`src/rtl/reg_file_clr.sv`:
```
// reg_file_clr: WIDTH x 2**ADDR_W register file (r0 reads zero) with async reset and a hardware clear sequencer; optional macro REGFILE_BYPASS_EN.
// Latency: reads combinational, writes commit on the next rising edge; clear = NREGS-1 busy cycles then a one-cycle done pulse.
// Backpressure: none; writes presented while busy/done are dropped and flagged by a one-cycle wr_drop pulse on the following cycle.
module reg_file_clr #(
    parameter int WIDTH  = 16,
    parameter int ADDR_W = 2
) (
    input  logic              clock,
    input  logic              reset,
    input  logic [ADDR_W-1:0] rr1,
    input  logic [ADDR_W-1:0] rr2,
    input  logic [ADDR_W-1:0] wr,
    input  logic [WIDTH-1:0]  wd,
    input  logic              regwrite,
    output logic [WIDTH-1:0]  rd1,
    output logic [WIDTH-1:0]  rd2,
    input  logic              clear,
    output logic              busy,
    output logic              done,
    output logic              wr_drop
);

    localparam int NREGS = 2 ** ADDR_W;
    localparam logic [ADDR_W-1:0] PTR_FIRST = ADDR_W'(1);
    localparam logic [ADDR_W-1:0] PTR_LAST  = ADDR_W'(NREGS - 1);

    typedef enum logic [1:0] {
        IDLE  = 2'd0,
        CLEAR = 2'd1,
        DONE  = 2'd2
    } state_t;

    state_t            state;
    logic [ADDR_W-1:0] ptr;
    logic [WIDTH-1:0]  regs [NREGS];

    // A write is only committed from IDLE; address 0 is never a real write,
    // so it is neither committed nor reported as dropped.
    logic wr_accept;
    logic wr_refuse;

    assign wr_accept = regwrite && (wr != '0) && (state == IDLE);
    assign wr_refuse = regwrite && (wr != '0) && (state != IDLE);

    // Clear sequencer: IDLE -> CLEAR walks ptr 1..NREGS-1 -> DONE -> IDLE.
    // ptr is parked at 1 on exit so it never wraps.
    always_ff @(posedge clock or posedge reset) begin
        if (reset) begin
            state <= IDLE;
            ptr   <= PTR_FIRST;
        end else begin
            case (state)
                IDLE: begin
                    if (clear) begin
                        state <= CLEAR;
                        ptr   <= PTR_FIRST;
                    end
                end
                CLEAR: begin
                    if (ptr == PTR_LAST) begin
                        state <= DONE;
                        ptr   <= PTR_FIRST;
                    end else begin
                        ptr <= ptr + PTR_FIRST;
                    end
                end
                DONE: begin
                    state <= IDLE;
                    ptr   <= PTR_FIRST;
                end
                default: begin
                    state <= IDLE;
                    ptr   <= PTR_FIRST;
                end
            endcase
        end
    end

    // Status decoded straight from the registered state.
    assign busy = (state == CLEAR);
    assign done = (state == DONE);

    // Refused-write flag, one cycle after the refused edge.
    always_ff @(posedge clock or posedge reset) begin
        if (reset) begin
            wr_drop <= 1'b0;
        end else begin
            wr_drop <= wr_refuse;
        end
    end

    // Storage: the sequencer zeroes one entry per cycle; normal writes only
    // happen in IDLE so the two never collide.
    always_ff @(posedge clock or posedge reset) begin
        if (reset) begin
            for (int i = 0; i < NREGS; i++) begin
                regs[i] <= '0;
            end
        end else if (state == CLEAR) begin
            regs[ptr] <= '0;
        end else if (wr_accept) begin
            regs[wr] <= wd;
        end
    end

    // Read ports: address 0 is forced to zero; with forwarding enabled an
    // accepted write is visible on a matching port in the same cycle.
    always_comb begin
        rd1 = (rr1 == '0) ? '0 : regs[rr1];
        rd2 = (rr2 == '0) ? '0 : regs[rr2];
`ifdef REGFILE_BYPASS_EN
        if (wr_accept && (rr1 == wr)) begin
            rd1 = wd;
        end
        if (wr_accept && (rr2 == wr)) begin
            rd2 = wd;
        end
`endif
    end

endmodule

```
`config.mk`:
```
export PLATFORM = sky130hd
export DESIGN_NAME = reg_file_clr
export DESIGN_NICKNAME = d
export VERILOG_FILES = /design/src/rtl/reg_file_clr.sv
export SDC_FILE = /design/constraint.sdc
export NUM_CORES = 1
export LEC_CHECK = 0
export ABC_CLOCK_PERIOD_IN_PS = 1800
export BUFFER_PORTS_ARGS = -buffer_cell sky130_fd_sc_hd__buf_4
export CORE_AREA = 3 3 87 89
export DETAILED_ROUTE_END_ITERATION = 10
export DIE_AREA = 0 0 90 92
export PLACE_DENSITY_LB_ADDON = 0.12
export SLEW_MARGIN = 25
export SYNTH_ARGS = -nofsm -noshare
export SYNTH_HDL_FRONTEND = slang
export SYNTH_SLANG_ARGS = --single-unit
```
`constraint.sdc`:
```
create_clock -name clock -period 1.8 [get_ports clock]
set_input_delay 0.09 -clock clock [delete_from_list [all_inputs] [get_ports clock]]
set_output_delay 0.09 -clock clock [all_outputs]
set_load 0.01 [all_outputs]
```
==> results.sh <==
export IMPL_status="complete, no violations"
export IMPL_rr_worst_depth=5
export IMPL_die_area_mm2=0.008280
export IMPL_fmaxAchievable_ghz=0.5961
export IMPL_dpl_hpwl_um=4710
export IMPL_rr_startpoint="ptr[0]"
export IMPL_worst_r2r_endpoint="regs[16]"
export IMPL_whs_path_depth=2
export IMPL_setup_viol=0
export IMPL_syn_nets=281
export IMPL_wire_per_inst_um=18.44
export IMPL_worstPathArrival_ps=1920
export IMPL_seq_area_frac_synth=0.4595
export IMPL_p_sw_frac=0.3605
export IMPL_grt_max_degree=36
export IMPL_mostFrequentLayoutCell="buf_4"
export IMPL_fin_util=0.5136
export IMPL_io_buffers=60
export IMPL_hold_viol=0
export IMPL_power_switching_mw=1.793
export IMPL_drt_iter0_markers=148
export IMPL_clk_pin_slew_worst_paths_ps=100
export IMPL_n_fill_cell=673
export IMPL_fin_ws_ps=122.4
export IMPL_hold_class="input pin to flop"
export IMPL_viasPerCell=5.475
export IMPL_fin_skew_ps=8.286
export IMPL_hold_start="wd[11]"
export IMPL_cts_resized_gates=0
export IMPL_htreeDepth=2
export IMPL_nets=335
export IMPL_path_buf_inv=1
export IMPL_finalWirelength_um=7414
export IMPL_drive_gt1_frac=0.3725
export IMPL_cts_root_buf="clkbuf_8"
export IMPL_io_pins=61
export IMPL_critPathKind="flop to flop"
export IMPL_vdd_drop_max_v=0.0005747
export IMPL_p_per_area_mw_per_mm2=1418
export IMPL_dp_slack_ps=138.1
export IMPL_cts_hold_buf=1
export IMPL_die_h_um=92
export IMPL_cts_made_buffers=5
export IMPL_gp_congestion=0.7313
export IMPL_finalMaxSlewViolations=0
export IMPL_slowest_stage="dfstp_2"
export IMPL_tightestPinTransition_ps=839.1
export IMPL_initial_core_util=0.4229
export IMPL_seqPwrFrac=0.430
export IMPL_p_clk_frac=0.137
export IMPL_synth_avg_cell_area_um2=11.51
export IMPL_setup_tns_ps=0
export IMPL_grt_pass1_wl_um=12190
export IMPL_worstPathMaxFanout=16
export IMPL_ant_nets=0
export IMPL_clk_path_buf_depth=2
export IMPL_final_cell_mix="65 x buf_4, 64 x a22o_1, 52 x dfrtp_1, 32 x mux2_2, 19 x inv_1"
export IMPL_netlist_instances=251
export IMPL_start_kind="flop"
export IMPL_area_growth_pct=21.44
export IMPL_cts_sinks=53
export IMPL_relSlewSlack=0.4400
export IMPL_rows=30
export IMPL_ys_warn_count=0
export IMPL_antenna_cells=0
export IMPL_grtUsageTotal=0.1858
export IMPL_clock_latency_ps=310
export IMPL_antenna_found_initial=0
export IMPL_rrSetupSlack_ps=120
export IMPL_drc=0
export IMPL_fin_crit_sh=0.9320
export IMPL_hold_path_end="regs[27]"
export IMPL_coreArea_mm2=0.006832
export IMPL_rsz0062_at_grt="false"
export IMPL_critPathTopFamily="compound AO/OA/AOI/OAI gates"
export IMPL_synth_cell_types=27
export IMPL_num_vias=2201
export IMPL_cp_slowest_stage_delay_ps=570
export IMPL_grt_pass1_vias=2248
export IMPL_cap_violations=0
export IMPL_cp_end_kind="flop"
export IMPL_gr_total_overflow=0
export IMPL_leakagePower_nw=1.758
export IMPL_p_int_mw=3.181
export IMPL_power_frac_comb=0.434
export IMPL_cts_tree="done"
export IMPL_cp_required_ps=2040
export IMPL_cts_setup_buffers=0
export IMPL_path_cells="inv_1, ha_1, nand2_1, a21o_1, a22o_1"
export IMPL_synth_seq_cells=53
export IMPL_die_w_um=90
export IMPL_min_period_ps=1678
export IMPL_synth_cell_area_mm2=0.002889
export IMPL_firstDrtPassIters=4
==> per-stage QoR <==
step                      hold WS (ps)  total power [mW]  std cells  cell area (µm²)
after detailed placement         129.6             4.326        393             3411
after floorplan                  220.6             3.540        251             2889
after global placement           134.5             4.280        393             3411
after global routing             9.074             5.337        402             3508
after CTS                        13.45             5.014        402             3508
final                            19.41             4.974        402             3508
==> worst register-to-register path, cell delays in order, from the launching register on <==
cell and delay [ps]:
dfstp_2 570, inv_1 60, ha_1 190, nand2_1 60, a21o_1 520, a22o_1 220
==> cells in the mapped netlist, drive strengths merged <==
cell     count  area, µm²
o221a        1      11.26
ha           4      50.05
nor3         1      5.000
a22o        64      560.5
nand2       18      70.07
nand3b       1      11.26
buf         17      108.9
and4b        1      10.01
nor2b        4      25.02
mux2        32      360.4
a21o         2      15.01
dfrtp       52       1301
nand4b       1      8.760
or2          1      6.260
nor3b        1      7.510
nand4bb      1      11.26
a21oi        2      10.01
dfstp        1      26.28
mux2i       17      170.2
clkbuf       4      17.52
inv         20      75.07
nor2         6      27.52
==> power groups by stage <==
stage	Combinational [mW]	Clock [mW]	Sequential, mW
after floorplan	1.54	0	2.00
after global placement	2.15	0	2.13
after detailed placement	2.19	0	2.14
after CTS	2.19	0.696	2.13
after global routing	2.37	0.753	2.21
final	2.16	0.680	2.14
==> sequential cells by signal (all words and copies together) (netlist names) <==
| signal | count |
|---|---|
| wr_drop | 1 |
| state | 2 |
| ptr | 2 |
| regs | 48 |
==> logic make-up after synthesis <==
logic type                 synth area share
muxes                                0.1836
AOI/OAI and AO/OA                    0.2066
and+or+nand+nor                     0.06323
buffers and inverters               0.06973
DFF                                  0.4595
adders and majority gates           0.01732
==> how the worst max path moves through the flow <==
| stage | start | end | slack (ps) | cells after the start |
|---|---|---|---|---|
| after floorplan | ptr[0] | regs[0] | 380 | 5 |
| after global placement | ptr[0] | regs[21] | 180 | 5 |
| after detailed placement | ptr[0] | regs[17] | 140 | 5 |
| after CTS | ptr[0] | regs[16] | 130 | 5 |
| after global routing | ptr[0] | regs[19] | 10 | 5 |
| final | ptr[0] | regs[16] | 120 | 5 |
==> area by class of cell <==
cell class	instances	area, µm²	share of cell area
Multi-Input combinational cell	157	1360	0.3877
Sequential cell	53	1328	0.3784
Timing Repair Buffer	68	538.0	0.1534
Tap cell	96	120.1	0.03424
Inverter	20	75.07	0.02140
Clock buffer	6	72.57	0.02068
Clock inverter	2	15.01	0.004280
==> metal layers <==
| layer | GRT usage | routed length, µm | part of all wire | up-vias |
|---|---|---|---|---|
| met5 | 0 | 0 | 0 | - |
| met4 | 0.04209 | 58 | 0.0078 | 0 |
| met3 | 0.03527 | 402 | 0.054 | 8 |
| met2 | 0.2788 | 3353 | 0.45 | 69 |
| met1 | 0.2775 | 3599 | 0.49 | 1104 |
| li1 | - | - | - | 1020 |
Note: power is estimated with default switching activity, not from simulation.
